### config.mk
export PLATFORM = sky130hd
export DESIGN_NAME = alu_mul_sequencer
export DESIGN_NICKNAME = d
export VERILOG_FILES = /design/src/rtl/alu_mul_sequencer.sv
export SDC_FILE = /design/constraint.sdc
export NUM_CORES = 1
export LEC_CHECK = 0
export CAP_MARGIN = 10
export CORE_MARGIN = 10
export CORE_UTILIZATION = 26
export DETAILED_ROUTE_END_ITERATION = 6
export PLACE_DENSITY = 0.53
export SYNTH_ARGS = -nofsm -noshare
export SYNTH_HDL_FRONTEND = slang
export SYNTH_SLANG_ARGS = --single-unit
### constraint.sdc
create_clock -name clk_i -period 2.07 [get_ports clk_i]
set_clock_uncertainty 0.15 [all_clocks]
set_input_delay 0.5175 -clock clk_i [delete_from_list [all_inputs] [get_ports clk_i]]
set_output_delay 0.5175 -clock clk_i [all_outputs]
set_load 0.05 [all_outputs]
### src/rtl/alu_mul_sequencer.sv
// Shift-add multiply sequencer that borrows the shared ALU for ADDU steps.
// When it is not running, the pipeline's ALU operands and control pass straight through.
module alu_mul_sequencer #(
   parameter int         MAX_ITER  = 32,
   parameter logic [3:0] ADDU_CODE = 4'd4
) (
   input  logic        clk_i,
   input  logic        rst_i,
   input  logic        start_i,
   input  logic [31:0] mcand_i,
   input  logic [31:0] mplier_i,
   output logic        busy_o,
   output logic        done_o,
   output logic [31:0] product_o,
   output logic        stall_o,
   input  logic [31:0] pipe_src1_i,
   input  logic [31:0] pipe_src2_i,
   input  logic [3:0]  pipe_ctrl_i,
   output logic [31:0] alu_src1_o,
   output logic [31:0] alu_src2_o,
   output logic [3:0]  alu_ctrl_o,
   input  logic [31:0] alu_result_i
);

   typedef enum logic [1:0] {IDLE, RUN, DONE} state_t;

   state_t      state, state_nxt;
   logic [31:0] acc, mc_r, mp_r, acc_nxt;
   logic [5:0]  cnt;
   logic        accept, zero_op, run_last;

   assign accept   = (state != RUN) && start_i;
   assign zero_op  = (mcand_i == 32'd0) || (mplier_i == 32'd0);
   assign acc_nxt  = mp_r[0] ? alu_result_i : acc;
   // Stop as soon as no multiplier bits remain above the one being consumed now.
   assign run_last = ((mp_r >> 1) == 32'd0) || (cnt == 6'(MAX_ITER - 1));

   always_comb begin
      state_nxt  = state;
      busy_o     = 1'b0;
      done_o     = 1'b0;
      alu_src1_o = pipe_src1_i;
      alu_src2_o = pipe_src2_i;
      alu_ctrl_o = pipe_ctrl_i;
      case (state)
         IDLE, DONE: begin
            done_o = (state == DONE);
            if (start_i)
               state_nxt = zero_op ? DONE : RUN;
            else
               state_nxt = IDLE;
         end
         RUN: begin
            busy_o     = 1'b1;
            alu_src1_o = acc;
            alu_src2_o = mc_r;
            alu_ctrl_o = ADDU_CODE;
            if (run_last)
               state_nxt = DONE;
         end
         default: state_nxt = IDLE;
      endcase
   end

   assign stall_o = busy_o;

   always_ff @(posedge clk_i) begin
      if (rst_i) begin
         state     <= IDLE;
         acc       <= '0;
         mc_r      <= '0;
         mp_r      <= '0;
         cnt       <= '0;
         product_o <= '0;
      end else begin
         state <= state_nxt;
         if (accept) begin
            acc  <= '0;
            mc_r <= mcand_i;
            mp_r <= mplier_i;
            cnt  <= '0;
            if (zero_op)
               product_o <= '0;
         end else if (state == RUN) begin
            acc  <= acc_nxt;
            mc_r <= mc_r << 1;
            mp_r <= mp_r >> 1;
            cnt  <= cnt + 6'd1;
            // Latch the product including this cycle's add, on the way into DONE.
            if (run_last)
               product_o <= acc_nxt;
         end
      end
   end

endmodule

==> results of run 1 <==
-- power by group --
group / switching (mW) / leakage, nW / internal [mW]
Combinational: 1.37 / 4.15 / 1.20
Clock: 1.23 / 0.289 / 1.90
Sequential: 0.149 / 1.11 / 2.77
-- synth_stat cells, drive strengths merged --
master,count,area (µm²)
nand2b,2,12.5
nor2,113,424
xnor2,1,8.76
a211oi,76,583
nand4,9,56.3
o32a,18,180
clkbuf,33,124
a21oi,21,105
nor2b,16,100
nand2,237,890
and2,4,25.0
a22o,1,10.0
nor4,23,150
mux2i,96,961
or2,2,12.5
o22ai,2,25.0
xor2,4,35.0
inv,2,7.50
mux2,15,169
dfxtp,136,2720
buf,38,200
nor3,4,25.0
a22oi,1,7.51
ha,1,12.5
-- worst max path at each step --
stage                            from  slack [ns]             end  depth (start not counted)
after floorplan              state[1]       -0.02   alu_ctrl_o[0]                          5
after global placement    mcand_i[17]       -0.83   product_o[13]                          8
after detailed placement  mcand_i[25]       -0.86   product_o[20]                          8
after CTS                    state[1]       -0.23   alu_src1_o[7]                          6
after global routing         state[1]       -0.29  alu_src1_o[13]                          6
final                        state[1]       -0.23  alu_src1_o[13]                          6
-- stage by stage --
stage	instances	worst slack [ns]	TNS [ns]	area [µm²]
final	1539	-0.225	-13.83	12700
after global routing	1539	-0.285	-20.10	12700
after floorplan	855	-0.0225	-0.325	7390
after CTS	1509	-0.227	-17.31	11900
after global placement	1467	-0.835	-27.24	10700
after detailed placement	1467	-0.856	-28.00	10700
-- cell type report --
class / count / share of cell area
Antenna cell: 2 / 0.000393
Timing Repair Buffer: 385 / 0.326
Clock inverter: 14 / 0.0139
Inverter: 2 / 0.00157
Multi-Input combinational cell: 648 / 0.377
Tap cell: 335 / 0.0329
Clock buffer: 17 / 0.0334
Sequential cell: 136 / 0.215
-- what timing repair did --
item | CTS | global route
cloned | 6 | 15
setup endpoints to repair | 104 | 103
resized for setup | 209 | 128
setup buffers | 6 | 19
pin swaps | 23 | 33
-- logic make-up after synthesis --
kind of cell	synth area share
mux	0.165
fa+ha+maj	0.00183
simple gates	0.248
flops	0.398
buf+inv	0.0484
compound gates	0.133
xor+xnor	0.00640
-- flip-flops by register name (all words and copies together), names as in the netlist --
| register | count |
|---|---|
| acc | 32 |
| cnt | 6 |
| state | 2 |
| mc_r | 32 |
| mp_r | 32 |
| product_o | 32 |
-- routing by layer --
layer / share of wire / routed length, µm
met4: 0.014 / 412
met3: 0.037 / 1110
met1: 0.43 / 12900
met5: 0 / 0
met2: 0.52 / 15400
==> results.txt, run 1 <==
status: finished, violations left
failing checks: negative setup slack
Top Usage Layer GRT: met2
gr usage total: 0.156
FF-to-FF setup slack: -0.08 ns
hold path endpoint: state[1]
Die Area: 33200 µm²
final net count: 1358
global-route wire length before repair: 42.0 mm
largest net degree at the start of global routing: 73
number of synthesized register bits: 136
antenna-violating nets left: 0
YS warnings: 0
Die Y: 182 µm
RSZ-0062 raised after global routing: yes
Setup crit end kind: primary output
fraction of layout cells with a size suffix above 1: 0.367
initial core utilization: 0.263
I/O Buffers: 269
clock-pin slew on the worst setup and hold paths: 0.06 ns
area occupied by multi-input gates: 4800 µm²
Fin Hold WS: 0.283 ns
Relative slew margins: 0.712
critical path required time: 1.40 ns
I/O Pins: 270
post-synthesis cell area: 6850 µm²
VDD IR max: 0.346 mV
DR pass1 iterations: 5
Root Buffer: clkbuf_16
hold depth: 1
most frequent cells in the layout: dfxtp_1, nor2_1, buf_4
CP Cell Sequence: nand2b_4 > buf_4 > clkbuf_16 > nand2_1 > nand2_4 > buf_6
M3 GR Usage: 0.0317
total power: 8.61 mW
1st-iter DRT viols: 421
Sink Count: 136
Max Cap Viol: 0
critical path's slowest cell: dfxtp_2
detailed placement HPWL: 19.3 mm
crit-path max FO: 12
CTS tree: yes
Post-Synthesis Net Count: 1023
CP Class: register to primary output
Detailed Route WL: 29.8 mm
Die W: 182 µm
min Tclk post-route: 2.30 ns
family with the most delay on the worst path: buffers and inverters
final hold violation count: 0
Reg-to-Reg Start: mp_r[13]
final setup violation count: 89
Highest Clock Rate: 436 MHz
Critical Path AT: 1.63 ns
residual DRC count: 0
cell count after synthesis: 855
static leakage: 5.56 nW
number of global-route vias before repair: 7299
core area: 26000 µm²
Critical Path Source Type: register
Min-Delay Startpoint: state[1]
Worst-Skew Late Latency: 0.42 ns
max incr delay on CP: 0.33 ns
final period utilization: 1.11
via count: 7336
Area Growth Syn to Fin: 86.0%
M1 GR Usage: 0.187
Worst R2R End: product_o[6]
Reg2Reg Depth: 8
worst-case clock buffer depth: 2
Slew Limit Fails: 0
register area: 2730 µm²
Layout fillers: 2493
commonest non-fill, non-tap cell in the layout: dfxtp_1
hold crit path type: register to register
average cell area after synthesis: 8.01 µm²
initial antenna violation count: 2
Num CTS Buffers: 17
H-tree Lvls: 4
Placer Congestion: 0.783
Setup WS post-layout: -0.225 ns
Distinct cells, synth: 32
sequential fraction of the synthesis area: 0.398
routing usage on met2: 0.275
num rows: 59
Critical path buffers and inverters: 3
utilization after layout: 0.490
vias per cell: 4.77
Routed wire per std cell: 19.4 µm
Overflow after GRT: 0
pwr dens: 677 nW/µm²
post-cts hold buffer count: 0
Slew @ Worst Pin: 0.431 ns
No activity file was read; power rests on OpenSTA's default activity.
==> inputs of run 2 (changes only) <==
Clock period 2.07 ns to 1.93 ns, I/O delays scaled along.
==> run 2 against run 1 <==
Against the previous run: register-to-register slack got worse by 0.05 ns; sequential power is 7% higher; worst hold slack worse by 0.0081 ns; largest power group unchanged; via count rose by 0.82%; total power grew 17%; sequential cell count is the same; setup slack worse by 0.10 ns; cell count up 2.7%; critical path type unchanged; first-iteration DRC count is 24% lower; non-clock buffer count rose by 39; the run still ends with negative setup slack left; largest cell class is now buffers.
==> results.txt, run 2 (synthesis results as in run 1) <==
H-tree Lvls: 4 (unchanged)
DR pass1 iterations: 4 (was 5)
CP Class: register to primary output (unchanged)
CTS tree: yes (unchanged)
initial antenna violation count: 3 (was 2)
family with the most delay on the worst path: buffers and inverters (unchanged)
Worst-Skew Late Latency: 0.42 ns (about the same)
core area: 26000 µm² (unchanged)
hold crit path type: input pin to register (was register to register)
commonest non-fill, non-tap cell in the layout: buf_4 (was dfxtp_1)
gr usage total: 0.173 (was 0.156)
I/O Pins: 270 (unchanged)
vias per cell: 4.68 (was 4.77)
crit-path max FO: 5 (was 12)
final hold violation count: 0 (unchanged)
total power: 10.1 mW (was 8.61 mW)
clock-pin slew on the worst setup and hold paths: 0.07 ns (was 0.06 ns)
post-cts hold buffer count: 0 (unchanged)
status: finished, violations left (unchanged)
Sink Count: 136 (unchanged)
Setup crit end kind: primary output (unchanged)
max incr delay on CP: 0.32 ns (was 0.33 ns)
via count: 7396 (was 7336)
final net count: 1397 (was 1358)
Relative slew margins: 0.494 (was 0.712)
largest net degree at the start of global routing: 41 (was 73)
detailed placement HPWL: 20.3 mm (was 19.3 mm)
num rows: 59 (unchanged)
Area Growth Syn to Fin: 102% (was 86.0%)
Slew Limit Fails: 0 (unchanged)
Highest Clock Rate: 443 MHz
critical path required time: 1.30 ns (was 1.40 ns)
Routed wire per std cell: 19.0 µm (was 19.4 µm)
most frequent cells in the layout: buf_4, dfxtp_1, nor2_1 (was dfxtp_1, nor2_1, buf_4)
I/O Buffers: 269 (unchanged)
worst-case clock buffer depth: 2 (unchanged)
Die W: 182 µm (unchanged)
critical path's slowest cell: dfxtp_2 (unchanged)
min Tclk post-route: 2.26 ns
Die Area: 33200 µm² (unchanged)
utilization after layout: 0.533 (was 0.490)
1st-iter DRT viols: 321 (was 421)
global-route wire length before repair: 45.4 mm (was 42.0 mm)
residual DRC count: 0 (unchanged)
static leakage: 6.10 nW (was 5.56 nW)
Setup WS post-layout: -0.327 ns (was -0.225 ns)
Detailed Route WL: 30.0 mm (was 29.8 mm)
Root Buffer: clkbuf_16 (unchanged)
Critical Path AT: 1.62 ns (was 1.63 ns)
pwr dens: 729 nW/µm² (was 677 nW/µm²)
final setup violation count: 103 (was 89)
antenna-violating nets left: 0 (unchanged)
Overflow after GRT: 0 (unchanged)
fraction of layout cells with a size suffix above 1: 0.407 (was 0.367)
CP Cell Sequence: nand2b_4 > inv_8 > buf_6 > buf_12 > buf_16 > nand2_4 > nand2_4 > buf_12 (was nand2b_4 > buf_4 > clkbuf_16 > nand2_1 > nand2_4 > buf_6)
Max Cap Viol: 0 (unchanged)
Num CTS Buffers: 17 (unchanged)
VDD IR max: 0.409 mV (was 0.346 mV)
Critical Path Source Type: register (unchanged)
Placer Congestion: 0.754 (was 0.783)
Die Y: 182 µm (unchanged)
failing checks: negative setup slack (unchanged)
Slew @ Worst Pin: 0.756 ns (was 0.431 ns)
Layout fillers: 2399 (was 2493)
RSZ-0062 raised after global routing: yes (unchanged)
Critical path buffers and inverters: 5 (was 3)
number of global-route vias before repair: 7689 (was 7299)
initial core utilization: 0.263 (unchanged)
final period utilization: 1.17
[run 2: final cells by class]
| type | instances | area [µm²] | share of cell area |
|---|---|---|---|
| well taps | 335 | 419 | 0.0302 |
| diodes | 3 | 7.51 | 0.000542 |
| repair buffers | 424 | 5010 | 0.362 |
| clock buffers | 18 | 429 | 0.0310 |
| inverters | 2 | 15.0 | 0.00108 |
| flip-flops and latches | 136 | 2730 | 0.197 |
| multi-input cells | 648 | 5000 | 0.361 |
| clock inverters | 14 | 243 | 0.0175 |
[run 2: worst register-to-register path, stage by stage, from the launching register on]
cell and delay (ns):
dfxtp_2 0.33, nor4_2 0.28, nand4_1 0.19, o22ai_2 0.27
a22o_4 0.25, buf_12 0.15, mux2_4 0.30
[run 2: timing repair]
| action | in CTS | in global routing |
|---|---|---|
| buffers inserted | 26 | 4 |
| resized for setup | 240 | 81 |
| setup endpoints to repair | 105 | 155 |
| endpoints found under the hold margin | 0 | 0 |
| pin swaps | 51 | 38 |
| gates cloned | 15 | 5 |
[run 2: worst paths after layout]
kind | from | end | slack [ns] | cells after the start
hold reg to reg | acc[8] | acc[8] | 0.32 | 2
setup / recovery | state[1] | alu_src2_o[17] | -0.33 | 8
hold / removal | mplier_i[17] | mp_r[17] | 0.27 | 3
setup reg to reg | mp_r[29] | product_o[18] | -0.13 | 6
[run 2: power breakdown]
group | switching (mW) | leakage, nW | internal [mW] | total (mW)
registers | 0.147 | 1.12 | 2.97 | 3.11
logic | 1.58 | 4.65 | 1.61 | 3.19
clock network | 1.35 | 0.330 | 2.44 | 3.80
[run 2: metrics by stage]
stage | setup WS [ns] | hold slack, ns | TNS [ns] | cell area [µm²] | instances
floorplan | -0.113 | 0.276 | -1.52 | 7450 | 855
global placement | -1.07 | 0.305 | -35.14 | 11800 | 1502
detailed placement | -1.10 | 0.305 | -35.91 | 11800 | 1502
CTS | -0.364 | 0.255 | -26.97 | 13500 | 1573
global route | -0.394 | 0.298 | -27.66 | 13900 | 1580
finish | -0.327 | 0.275 | -21.09 | 13900 | 1580
[run 2: layer usage]
layer / GRT usage / wire length (µm) / share of wire / up-vias
li1: - / - / - / 3718
met1: 0.210 / 12700 / 0.42 / 3506
met2: 0.298 / 15600 / 0.52 / 148
met3: 0.0336 / 1120 / 0.037 / 24
met4: 0.0553 / 534 / 0.018 / 0
met5: 0 / 0 / 0 / -
==> inputs of run 3 (changes only) <==
Settings changed: CORE_MARGIN 10 to not set.
==> run 3 against run 2 <==
Against the previous run: clock-buffer cell count is the same; the run still ends with negative setup slack left; worst hold slack gained 0.038 ns; setup slack gained 0.012 ns; critical path depth shrank 3; fmax grew 0.55%; first-iteration DRC count grew 0.62%; cell area shrank 6.1%; largest cell class is now multi-input combinational cells.
==> results.txt, run 3 (synthesis results as in run 1) <==
min Tclk post-route: 2.25 ns (was 2.26 ns)
Area Growth Syn to Fin: 90.2% (was 102%)
max incr delay on CP: 0.33 ns (was 0.32 ns)
Overflow after GRT: 0 (unchanged)
Sink Count: 136 (unchanged)
final net count: 1380 (was 1397)
via count: 7350 (was 7396)
core area: 25900 µm² (was 26000 µm²)
Critical Path Source Type: register (unchanged)
initial antenna violation count: 0 (was 3)
I/O Buffers: 269 (unchanged)
RSZ-0062 raised after global routing: yes (unchanged)
Placer Congestion: 0.778 (was 0.754)
crit-path max FO: 10 (was 5)
family with the most delay on the worst path: buffers and inverters (unchanged)
clock-pin slew on the worst setup and hold paths: 0.06 ns (was 0.07 ns)
VDD IR max: 0.371 mV (was 0.409 mV)
CP Cell Sequence: nand2b_4 > buf_12 > clkbuf_16 > and2_4 > buf_12 (was nand2b_4 > inv_8 > buf_6 > buf_12 > buf_16 > nand2_4 > nand2_4 > buf_12)
hold depth: 3 (unchanged)
Setup crit end kind: primary output (unchanged)
hold crit path type: input pin to register (unchanged)
Num CTS Buffers: 17 (unchanged)
Relative slew margins: 0.519 (was 0.494)
Reg2Reg Depth: 7 (was 6)
vias per cell: 4.71 (was 4.68)
critical path's slowest cell: dfxtp_2 (unchanged)
num rows: 59 (unchanged)
CP Class: register to primary output (unchanged)
commonest non-fill, non-tap cell in the layout: buf_4 (unchanged)
utilization after layout: 0.502 (was 0.533)
Max Cap Viol: 0 (unchanged)
FF-to-FF setup slack: -0.17 ns (was -0.13 ns)
Root Buffer: clkbuf_16 (unchanged)
number of global-route vias before repair: 7267 (was 7689)
H-tree Lvls: 4 (unchanged)
1st-iter DRT viols: 323 (was 321)
Slew Limit Fails: 0 (unchanged)
Detailed Route WL: 26.6 mm (was 30.0 mm)
CP Launch Point: state[1] (unchanged)
hold path endpoint: mp_r[8] (was mp_r[17])
worst-case clock buffer depth: 2 (unchanged)
residual DRC count: 0 (unchanged)
Routed wire per std cell: 17.1 µm (was 19.0 µm)
Min-Delay Startpoint: mplier_i[8] (was mplier_i[17])
final setup violation count: 103 (unchanged)
gr usage total: 0.196 (was 0.173)
Worst-Skew Late Latency: 0.42 ns (about the same)
CTS tree: yes (unchanged)
I/O Pins: 270 (unchanged)
initial core utilization: 0.264 (was 0.263)
static leakage: 5.55 nW (was 6.10 nW)
Worst R2R End: product_o[25] (was product_o[18])
failing checks: negative setup slack (unchanged)
Layout fillers: 2431 (was 2399)
Slew @ Worst Pin: 0.722 ns (was 0.756 ns)
Critical path buffers and inverters: 3 (was 5)
final hold violation count: 0 (unchanged)
Critical Path AT: 1.61 ns (was 1.62 ns)
final period utilization: 1.16 (was 1.17)
most frequent cells in the layout: buf_4, dfxtp_1, nor2_1 (unchanged)
critical path required time: 1.30 ns (about the same)
detailed placement HPWL: 17.6 mm (was 20.3 mm)
Reg-to-Reg Start: mp_r[22] (was mp_r[29])
status: finished, violations left (unchanged)
Fin Hold WS: 0.313 ns (was 0.275 ns)
Highest Clock Rate: 445 MHz (was 443 MHz)
Die Y: 164 µm (was 182 µm)
Setup WS post-layout: -0.315 ns (was -0.327 ns)
Die W: 164 µm (was 182 µm)
antenna-violating nets left: 0 (unchanged)
global-route wire length before repair: 40.3 mm (was 45.4 mm)
DR pass1 iterations: 6 (was 4)
Die Area: 27000 µm² (was 33200 µm²)
CP dominant cell by count: buf_12
largest net degree at the start of global routing: 64 (was 41)
pwr dens: 714 nW/µm² (was 729 nW/µm²)
fraction of layout cells with a size suffix above 1: 0.397 (was 0.407)
-- run 3: cell type report --
type | count | area, µm² | area share
Multi-Input combinational cell | 650 | 4890 | 0.376
Timing Repair Buffer | 405 | 4370 | 0.336
Sequential cell | 136 | 2730 | 0.209
Clock buffer | 18 | 429 | 0.0330
Tap cell | 335 | 419 | 0.0322
Clock inverter | 14 | 163 | 0.0125
Inverter | 2 | 20.0 | 0.00154
Antenna cell | 1 | 2.50 | 0.000192
-- run 3: through the flow --
step / setup TNS [ns] / power [mW] / setup WS (ns) / instances / area (µm²)
2_1_floorplan: -1.52 / 4.50 / -0.113 / 855 / 7450
3_3_place_gp: -33.27 / 5.51 / -1.02 / 1506 / 11000
3_5_place_dp: -33.67 / 5.51 / -1.04 / 1506 / 11000
4_1_cts: -27.72 / 9.26 / -0.366 / 1553 / 12700
5_1_grt: -30.02 / 9.68 / -0.370 / 1560 / 13000
6_report: -22.67 / 9.29 / -0.315 / 1561 / 13000
-- run 3: worst register-to-register path, delay by kind of cell (launching register included) --
kind / cells / cell delay (ns)
AOI/OAI and AO/OA: 2 / 0.51
buffers and inverters: 2 / 0.28
DFF: 1 / 0.34
muxes: 1 / 0.30
and+or+nand+nor: 2 / 0.41
-- run 3: metal layers --
layer	track usage	wire, µm
met5	0	0
met1	0.254	12100
met2	0.324	13000
met3	0.0313	959
met4	0.0724	546
-- run 3: power breakdown --
part	leakage, nW	internal, mW	total, mW	switching [mW]
clock	0.277	1.94	3.32	1.38
combinational	4.15	1.37	2.88	1.51
sequential	1.11	2.96	3.09	0.127
total	5.55	6.27	9.29	3.02
-- run 3: worst max path at each step --
stage               cells past startpoint              to
global route                            6  alu_src2_o[11]
CTS                                     7   alu_src2_o[0]
global placement                        8   product_o[24]
finish                                  5   alu_ctrl_o[3]
detailed placement                      8   product_o[22]
floorplan                               6    product_o[0]
-- run 3: timing repair --
action	in CTS	in global routing
resized for setup	290	73
pin swaps	40	23
cloned	12	2
setup buffers	6	6
endpoints found under the setup margin	105	106
hold buffers	0	0
